<file path="config.mk">
export PLATFORM = sky130hd
export DESIGN_NAME = router_pkt_source_flat
export DESIGN_NICKNAME = d
export VERILOG_FILES = /design/src/rtl/router_pkt_source_if.sv /design/src/rtl/router_pkt_source.sv /design/src/flat_wrapper.sv
export SDC_FILE = /design/constraint.sdc
export NUM_CORES = 1
export LEC_CHECK = 0
export BUFFER_PORTS_ARGS = -buffer_cell sky130_fd_sc_hd__buf_4
export CAP_MARGIN = 10
export CORE_AREA = 2 2 254 256
export DETAILED_ROUTE_END_ITERATION = 8
export DIE_AREA = 0 0 256 258
export PLACE_DENSITY_LB_ADDON = 0.15
export SYNTH_ARGS = -nofsm -noshare
export SYNTH_HDL_FRONTEND = slang
export SYNTH_SLANG_ARGS = --single-unit
</file>
<file path="constraint.sdc">
create_clock -name clk -period 3.5 [get_ports clk]
set_input_delay 0.35 -clock clk [delete_from_list [all_inputs] [get_ports clk]]
set_output_delay 0.35 -clock clk [all_outputs]
set_load 0.05 [all_outputs]
</file>
<file path="src/rtl/router_pkt_source_if.sv">
// Packet source bus bundle.
//   command : cmd_valid, cmd_ready, cmd_addr[1:0], cmd_len[5:0], cmd_err
//   payload : pay_valid, pay_ready, pay_data[7:0]
//   router  : busy, pkt_valid, data_out[7:0], pkt_done, pkt_count[7:0]
// master = the agent issuing commands/payload and modelling the router,
// slave  = router_pkt_source.
interface router_pkt_source_if;
   logic       cmd_valid;
   logic       cmd_ready;
   logic [1:0] cmd_addr;
   logic [5:0] cmd_len;
   logic       cmd_err;
   logic       pay_valid;
   logic       pay_ready;
   logic [7:0] pay_data;
   logic       busy;
   logic       pkt_valid;
   logic [7:0] data_out;
   logic       pkt_done;
   logic [7:0] pkt_count;

   modport master (
      output cmd_valid, cmd_addr, cmd_len, pay_valid, pay_data, busy,
      input  cmd_ready, cmd_err, pay_ready, pkt_valid, data_out, pkt_done, pkt_count
   );

   modport slave (
      input  cmd_valid, cmd_addr, cmd_len, pay_valid, pay_data, busy,
      output cmd_ready, cmd_err, pay_ready, pkt_valid, data_out, pkt_done, pkt_count
   );
endinterface

</file>
<file path="src/rtl/router_pkt_source.sv">
// Router packet source: accepts a command (destination, length), buffers the
// payload bytes, then streams header, payload and parity bytes to the router
// under busy backpressure, followed by a one-cycle gap.
// Ports:
//   clk   - single clock, rising edge
//   reset - synchronous, active-high
//   bus   - router_pkt_source_if.slave (command, payload and router sides)
//
// state      | meaning
// -----------+---------------------------------------------------------
// ST_IDLE    | cmd_ready high, waiting for a command
// ST_FILL    | pay_ready high, collecting len payload bytes into buffer
// ST_HEADER  | header {len,addr} on data_out, pkt_valid high
// ST_PAYLOAD | buffer[idx] on data_out, pkt_valid high
// ST_PARITY  | parity byte on data_out, pkt_valid low
// ST_GAP     | one idle cycle between packets, cmd_ready low
module router_pkt_source (
   input  logic               clk,
   input  logic               reset,
   router_pkt_source_if.slave bus
);

   typedef enum logic [2:0] {
      ST_IDLE,
      ST_FILL,
      ST_HEADER,
      ST_PAYLOAD,
      ST_PARITY,
      ST_GAP
   } state_t;

   state_t     state;
   state_t     state_nxt;

   logic [1:0] addr_q;
   logic [5:0] len_q;
   logic [5:0] idx;
   logic [7:0] parity;
   logic       cmd_err_q;
   logic       pkt_done_q;
   logic [7:0] pkt_count_q;
   logic [7:0] pay_buf [64];

   logic       cmd_ready_int;
   logic       cmd_fire;
   logic       cmd_good;
   logic       pay_fire;
   logic       last_idx;
   logic       accept;

   // cmd_ready is forced low while reset is held so no command can slip in
   // on the same edge that is clearing the block.
   assign cmd_ready_int = (state == ST_IDLE) && !reset;
   assign cmd_fire      = bus.cmd_valid && cmd_ready_int;
   assign cmd_good      = cmd_fire && (bus.cmd_addr != 2'd3);
   assign pay_fire      = bus.pay_valid && (state == ST_FILL);
   assign last_idx      = (idx == (len_q - 6'd1));
   assign accept        = !bus.busy;

   always_ff @(posedge clk) begin
      if (reset) begin
         state <= ST_IDLE;
      end else begin
         state <= state_nxt;
      end
   end

   always_comb begin
      state_nxt = state;
      case (state)
         ST_IDLE: begin
            if (cmd_good) begin
               state_nxt = (bus.cmd_len == 6'd0) ? ST_HEADER : ST_FILL;
            end
         end
         ST_FILL: begin
            if (pay_fire && last_idx) begin
               state_nxt = ST_HEADER;
            end
         end
         ST_HEADER: begin
            if (accept) begin
               state_nxt = (len_q == 6'd0) ? ST_PARITY : ST_PAYLOAD;
            end
         end
         ST_PAYLOAD: begin
            if (accept && last_idx) begin
               state_nxt = ST_PARITY;
            end
         end
         ST_PARITY: begin
            if (accept) begin
               state_nxt = ST_GAP;
            end
         end
         ST_GAP: begin
            state_nxt = ST_IDLE;
         end
         default: begin
            state_nxt = ST_IDLE;
         end
      endcase
   end

   always_ff @(posedge clk) begin
      if (reset) begin
         addr_q      <= 2'd0;
         len_q       <= 6'd0;
         idx         <= 6'd0;
         parity      <= 8'd0;
         cmd_err_q   <= 1'b0;
         pkt_done_q  <= 1'b0;
         pkt_count_q <= 8'd0;
      end else begin
         cmd_err_q  <= cmd_fire && (bus.cmd_addr == 2'd3);
         pkt_done_q <= (state == ST_PARITY) && accept;
         case (state)
            ST_IDLE: begin
               if (cmd_good) begin
                  addr_q <= bus.cmd_addr;
                  len_q  <= bus.cmd_len;
                  idx    <= 6'd0;
                  parity <= {bus.cmd_len, bus.cmd_addr};
               end
            end
            ST_FILL: begin
               if (pay_fire) begin
                  parity <= parity ^ bus.pay_data;
                  idx    <= last_idx ? 6'd0 : idx + 6'd1;
               end
            end
            ST_HEADER: begin
               if (accept) begin
                  idx <= 6'd0;
               end
            end
            ST_PAYLOAD: begin
               if (accept) begin
                  idx <= idx + 6'd1;
               end
            end
            ST_PARITY: begin
               if (accept) begin
                  pkt_count_q <= pkt_count_q + 8'd1;
               end
            end
            default: begin
            end
         endcase
      end
   end

   // Payload storage is deliberately not reset; a discarded packet just
   // leaves stale bytes that the next FILL overwrites.
   always_ff @(posedge clk) begin
      if (pay_fire && !reset) begin
         pay_buf[idx] <= bus.pay_data;
      end
   end

   always_comb begin
      bus.pkt_valid = 1'b0;
      bus.data_out  = 8'd0;
      case (state)
         ST_HEADER: begin
            bus.pkt_valid = 1'b1;
            bus.data_out  = {len_q, addr_q};
         end
         ST_PAYLOAD: begin
            bus.pkt_valid = 1'b1;
            bus.data_out  = pay_buf[idx];
         end
         ST_PARITY: begin
            bus.data_out  = parity;
         end
         default: begin
         end
      endcase
   end

   assign bus.cmd_ready = cmd_ready_int;
   assign bus.pay_ready = (state == ST_FILL);
   assign bus.cmd_err   = cmd_err_q;
   assign bus.pkt_done  = pkt_done_q;
   assign bus.pkt_count = pkt_count_q;

endmodule

</file>
<file path="src/flat_wrapper.sv">
// flat-port wrapper written by rule: the top's interface ports become plain ports
module router_pkt_source_flat 
  (clk, reset, bus_cmd_valid, bus_cmd_addr, bus_cmd_len, bus_pay_valid, bus_pay_data, bus_busy, bus_cmd_ready, bus_cmd_err, bus_pay_ready, bus_pkt_valid, bus_data_out, bus_pkt_done, bus_pkt_count);
  router_pkt_source_if bus_i ();
  input  logic clk;
  input  logic reset;
  input wire logic [$bits(bus_i.cmd_valid)-1:0] bus_cmd_valid;
  input wire logic [$bits(bus_i.cmd_addr)-1:0] bus_cmd_addr;
  input wire logic [$bits(bus_i.cmd_len)-1:0] bus_cmd_len;
  input wire logic [$bits(bus_i.pay_valid)-1:0] bus_pay_valid;
  input wire logic [$bits(bus_i.pay_data)-1:0] bus_pay_data;
  input wire logic [$bits(bus_i.busy)-1:0] bus_busy;
  output wire logic [$bits(bus_i.cmd_ready)-1:0] bus_cmd_ready;
  output wire logic [$bits(bus_i.cmd_err)-1:0] bus_cmd_err;
  output wire logic [$bits(bus_i.pay_ready)-1:0] bus_pay_ready;
  output wire logic [$bits(bus_i.pkt_valid)-1:0] bus_pkt_valid;
  output wire logic [$bits(bus_i.data_out)-1:0] bus_data_out;
  output wire logic [$bits(bus_i.pkt_done)-1:0] bus_pkt_done;
  output wire logic [$bits(bus_i.pkt_count)-1:0] bus_pkt_count;
  assign bus_i.cmd_valid = bus_cmd_valid;
  assign bus_i.cmd_addr = bus_cmd_addr;
  assign bus_i.cmd_len = bus_cmd_len;
  assign bus_i.pay_valid = bus_pay_valid;
  assign bus_i.pay_data = bus_pay_data;
  assign bus_i.busy = bus_busy;
  assign bus_cmd_ready = bus_i.cmd_ready;
  assign bus_cmd_err = bus_i.cmd_err;
  assign bus_pay_ready = bus_i.pay_ready;
  assign bus_pkt_valid = bus_i.pkt_valid;
  assign bus_data_out = bus_i.data_out;
  assign bus_pkt_done = bus_i.pkt_done;
  assign bus_pkt_count = bus_i.pkt_count;
  router_pkt_source u_core (.clk(clk), .reset(reset), .bus(bus_i));
endmodule
</file>
## Yosys cells after proc, flatten, opt, wreduce, memory -nomap -nowiden

Memories as Yosys holds them, arrays and structs flattened. A register that Yosys moved wholly into a read port is not among the register bits.
Index checks and enable logic that the tools add are counted.

| cells by class | value |
|---|---|
| reduce and logical (&&, ||, !) cells | 22 |
| add/subtract/negate cells | 3 |
| muxes and demuxes | 23 |
| bitwise gates (word level) | 2 |
| equality and inequality tests | 14 |

Operators with widths:

| cell | number |
|---|---|
| 2-to-1 mux 6 bit | 7 |
| one-hot mux 6 bit (4 select lines) | 1 |
| one-hot mux 8 bit (3 select lines) | 1 |
| 2-to-1 mux 3 bit | 6 |
| 2-to-1 mux 8 bit | 2 |
| one-hot mux 8 bit (2 select lines) | 1 |
| one-hot mux 3 bit (5 select lines) | 1 |
| logical NOT 6 bit | 2 |
| AND reduction 5 bit | 2 |
| logical AND 1 bit | 9 |
| adder 8 x 1 -> 8 bit, second input constant | 1 |
| != test 2 x 1 -> 1 bit, second input constant | 4 |
| != test 2 bit, second input constant | 4 |
| bitwise XOR 8 bit | 1 |
| adder 6 x 1 -> 6 bit, second input constant | 1 |
| == test 3 x 2 -> 1 bit, second input constant | 2 |
| == test 6 bit | 1 |
| subtractor 6 x 1 -> 6 bit, second input constant | 1 |
| AND reduction 2 bit | 2 |
| nonzero test 4 bit | 1 |
| == test 3 x 1 -> 1 bit, second input constant | 1 |
| == test 3 bit, second input constant | 1 |
| logical NOT 3 bit | 1 |
| 2-to-1 mux 1 bit | 3 |
| other kinds (7) | 8 |

| word-level totals | value |
|---|---|
| output and inout bits | 21 |
| RAM bits | 512 |
| bits in registers | 35 |
| memories kept | 1 |
| logic and storage cells | 73 |

Memories:

| name | depth | bits a word | read ports | clocked after memory_dff | write ports | RTL line | RTL |
|---|---|---|---|---|---|---|---|
| u_core.pay_buf | 64 | 8 | 1 | 1 | 1 | router_pkt_source.sv:42 | `logic [7:0] pay_buf [64];` |

## Depth between registers and ports, before layout

| depth | value |
|---|---|
| depth after elaboration | 8 |
| gate-level depth with buffers | 9 |
| mapped depth without buffers | 8 |

## Least setup slack after synthesis

OpenSTA, ideal clock, no wires.

| timing | value |
|---|---|
| kind | register to register |
| start point | register u_core.state[0] |
| end point | register u_core.len_q[5] |
| buffers on the path | 1 |
| setup time | 0.128 ns |
| setup slack | 0.187 ns |
| required time | 3.372 ns |
| arrival time | 3.186 ns |
| stages on the path, launching flop included | 6 |
| period minus slack after synthesis | 3.313 ns |
| cell sequence | dfxtp_1 -> clkbuf_1 -> nor4_1 -> nand3_1 -> mux2i_1 -> nor2_1 |

| between the ends | value |
|---|---|
| word-level cells in the longest chain between the ends | 5 |

Ends and longest elaborated chain:

| what | RTL line | RTL |
|---|---|---|
| start: declaration | router_pkt_source.sv:32 | `state_t state;` |
| start signal: assignment | router_pkt_source.sv:64 | `state <= state_nxt;` |
| logical NOT 3 bit | router_pkt_source.sv:53 | `assign cmd_ready_int = (state == ST_IDLE) && !reset;` |
| logical AND 1 bit | router_pkt_source.sv:53 |  |
| named net bus_cmd_ready | flat_wrapper.sv:13 | `output wire logic [$bits(bus_i.cmd_ready)-1:0] bus_cmd_ready;` |
| logical AND 1 bit | router_pkt_source.sv:54 | `assign cmd_fire = bus.cmd_valid && cmd_ready_int;` |
| logical AND 1 bit | router_pkt_source.sv:55 | `assign cmd_good = cmd_fire && (bus.cmd_addr != 2'd3);` |
| AND reduction 2 bit (no source line) | n/a |  |
| end signal: assignment | router_pkt_source.sv:121 | `len_q <= bus.cmd_len;` |
| end: declaration | router_pkt_source.sv:36 | `logic [5:0] len_q;` |

The timed path passes the listed nets, and every way through them passes these cells.
A chain may end at the register's enable or synchronous reset.

==> summary.txt <==
STA
  • Worst Tran Pin Value: 895.9 ps
  • Final setup TNS: 0 ps
  • Final setup margin: 8.735 ps
  • Fin crit share: 0.9975
  • Slew headroom: 0.4005
  • Count of final hold-check violations: 0
  • Final setup vio count: 0
  • Peak Freq: 0.2864 GHz
  • Crit path time final: 3491 ps
  • RSZ-0062 raised after global routing: true
  • Slew Viols, Final: 0
  • Worst Clk Skew: 19.96 ps

Detailed routing
  • Drt pass-1 iters: 7
  • Antenna-violating nets left: 0
  • Post-DR wirelength/cell: 25.45 um
  • Number of remaining DRC errors: 0
  • Vias: 11610
  • Post-Route WL: 57.33 mm
  • Initial DRC Count: 988
  • Via density: 5.151

Synth
  • Top FF cell, synth: edfxtp_1
  • Synth cell count leaders: edfxtp_1, mux4_2, nor2_1
  • Area leader, netlist: edfxtp_1
  • Synthesized net count: 1178
  • Most common cell in the netlist: edfxtp_1
  • Synth async-reset ratio: 0
  • FF+latch count, synth: 553
  • Synthesized area per cell: 19.07 sq um
  • Largest cells by area after synthesis: edfxtp_1, mux4_2, dfxtp_1
  • Warnings, synthesis: 0
  • Post-synth EDFFs: 512
  • Synthesized area: 21990 sq um
  • Syn Inst Count: 1153
  • Synth cell types: 58
  • Yosys top cell area share: 0.6992
  • Sequential fraction of the synthesis area: 0.7365

Cells and area
  • Layout Cells excl Fill: 2253
  • P&R area growth vs syn: 20.54%
  • Fill count: 5677
  • Antenna diodes: 0
  • Post-route design area: 26500 sq um
  • Area of the multi-input gates: 5605 sq um
  • Nets: 1375
  • Share of cells above drive strength 1: 0.3112
  • Storage element area: 16210 sq um

Clocking
  • Inserted Clock Buffers: 56
  • # H-tree levels: 2
  • TritonCTS Sinks: 553
  • Clk slew on worst S/H paths: 60 ps
  • CTS root buf: clkbuf_16
  • Clk_lat worst skew: 610 ps
  • CTS max path bufs: 3
  • CTS tree: yes

Floorplanning
  • Initial core utilization: 0.3455
  • Core ar.: 63650 sq um
  • Die area: 66050 sq um
  • IO Pins: 42
  • Die Wd: 256 um
  • FP Rows: 93
  • Chip height: 258 um

Global route
  • Largest net degree at the start of global routing: 67
  • Initial antenna violation count: 0
  • Number of global-route vias before repair: 11870
  • Global route overflow: 0
  • First-pass GRT wire length: 84.19 mm
  • Tot GR Track Use: 0.1746

Critical path
  • R2r endpoint: u_core.pay_buf[48][1]
  • R2r setup slk: 570 ps
  • Crit-path max FO: 7
  • Crit path launch type: flip-flop
  • Reg2Reg Depth: 6
  • Critical path class: reg -> out
  • Slowest CP cell: mux4_2
  • Critical path arrival: 3140 ps
  • Crit path capture type: output port
  • Cell Chain, Critical Path: buf_12 > buf_8 > mux4_2 > mux4_2 > o211ai_1 > o211ai_1 > buf_4
  • Worst path required time: 3150 ps
  • Reg-to-Reg Start: u_core.state[1]
  • Slowest stage delay, CP: 530 ps

Placed design
  • Placed standard-cell area: 24190 sq um
  • DP Worst Slack: 172.6 ps
  • Hpwl dp: 35.38 mm
  • Port bufs: 41
  • Post-placement cell count: 2113
  • Final Wtd Congestion: 0.7865

Min path
  • Endpoint, Worst Hold: u_core.bus.cmd_err
  • Hold Path Cell Cnt: 3
  • Worst Hold Class: in -> reg
  • Hold Crit Start: bus_cmd_valid

Outcome
  • Outcome: completed

Power
  • Power Total: 0.01391 W
  • Worst-case vdd ir drop: 370.7 uV
  • Power Dens Cells: 524.6 nW/um^2
  • P_leak: 8.341 nW

Run
  • Max-capacitance violation count: 0
per-layer routing:
metal / track usage / up-vias / wire length [um]
li1: - / 5090 / -
met3: 0.02837 / 79 / 2531
met1: 0.2529 / 6162 / 26950
met5: 0 / - / 0
met2: 0.2754 / 274 / 26560
met4: 0.04532 / 0 / 1284
state kept, by name, summed over array words and instances, names as in the netlist, named ones only:
register	flops
u_core.pay_buf	512
u_core.bus.pkt_count	8
u_core.parity	8
u_core.idx	6
u_core.len_q	6
u_core.state	3
u_core.addr_q	2
u_core.bus.cmd_err	1
u_core.bus.pkt_done	1
worst max-delay path: cells and delay by family, from the launching register on:
| family | cells | cell delay, ps |
|---|---|---|
| flops | 1 | 420 |
| compound gates | 2 | 520 |
| buf+inv | 3 | 530 |
| mux | 2 | 1050 |
repair_timing:
item                                    CTS  global route
endpoints found under the setup margin    8             7
resized for setup                        23            13
pin swaps                                 8             8
hold endpoints to repair                  7             0
buffers inserted                         17             8
gates cloned                              1             0
hold buffers                              8             0
per-stage QoR:
step                hold WS [ps]  utilization
detailed placement         497.3       0.3800
floorplan                  448.9            -
global placement           484.9       0.3800
CTS                        3.188       0.4142
finish                     36.03       0.4164
global route               53.76       0.4164
cells by family (layout without fill, tap and decap cells):
| family | Yosys count | count (layout) | synth area share |
|---|---|---|---|
| xor+xnor | 18 | 18 | 0.007170 |
| compound gates | 108 | 108 | 0.03391 |
| buf+inv | 71 | 316 | 0.01423 |
| fa+ha+maj | 4 | 4 | 0.002276 |
| mux | 182 | 182 | 0.1603 |
| flops | 553 | 553 | 0.7365 |
| simple gates | 217 | 217 | 0.04558 |
worst max path at each step:
stage,from,endpoint,cells after the start
2_1_floorplan,u_core.state[0],u_core.len_q[5],5
3_3_place_gp,flip-flop,bus_data_out[3],7
3_5_place_dp,flip-flop,bus_data_out[3],7
4_1_cts,flip-flop,bus_data_out[4],7
5_1_grt,flip-flop,bus_data_out[4],7
6_report,flip-flop,bus_data_out[4],7
cell usage in the layout (no fill, tap or decap), types with 7 or more instances in the layout:
| master | count |
|---|---|
| nor3b_1 | 9 |
| clkinv_1 | 19 |
| clkinv_2 | 9 |
| nor2b_1 | 10 |
| inv_1 | 8 |
| a22oi_1 | 14 |
| nor2_1 | 117 |
| a21oi_1 | 15 |
| nand2_1 | 30 |
| xnor2_1 | 8 |
| dfxtp_1 | 38 |
| a211oi_1 | 9 |
| clkbuf_1 | 8 |
| dlygate4sd3_1 | 8 |
| buf_4 | 172 |
| clkbuf_16 | 57 |
| edfxtp_1 | 512 |
| buf_12 | 14 |
| xor2_1 | 10 |
| nand3b_1 | 7 |
| nand3_1 | 10 |
| o21a_1 | 9 |
| mux4_2 | 136 |
| mux2i_1 | 39 |
| o21ai_0 | 15 |
cell type report:
| cell class | count | share of cell area |
|---|---|---|
| Sequential cell | 553 | 0.6115 |
| Multi-Input combinational cell | 529 | 0.2115 |
| Timing Repair Buffer | 202 | 0.06727 |
| Clock buffer | 65 | 0.05495 |
| Tap cell | 855 | 0.04036 |
| Clock inverter | 41 | 0.01331 |
| Inverter | 8 | 0.001133 |
report_power, final:
| group | leakage, nW | internal (W) | total [W] | switching [W] |
|---|---|---|---|---|
| clock | 0.875 | 0.00341 | 0.00594 | 0.00253 |
| sequential | 4.93 | 0.00724 | 0.00728 | 0.0000391 |
| combinational | 2.53 | 0.000260 | 0.000683 | 0.000422 |
(Power assumes the default switching activity.)
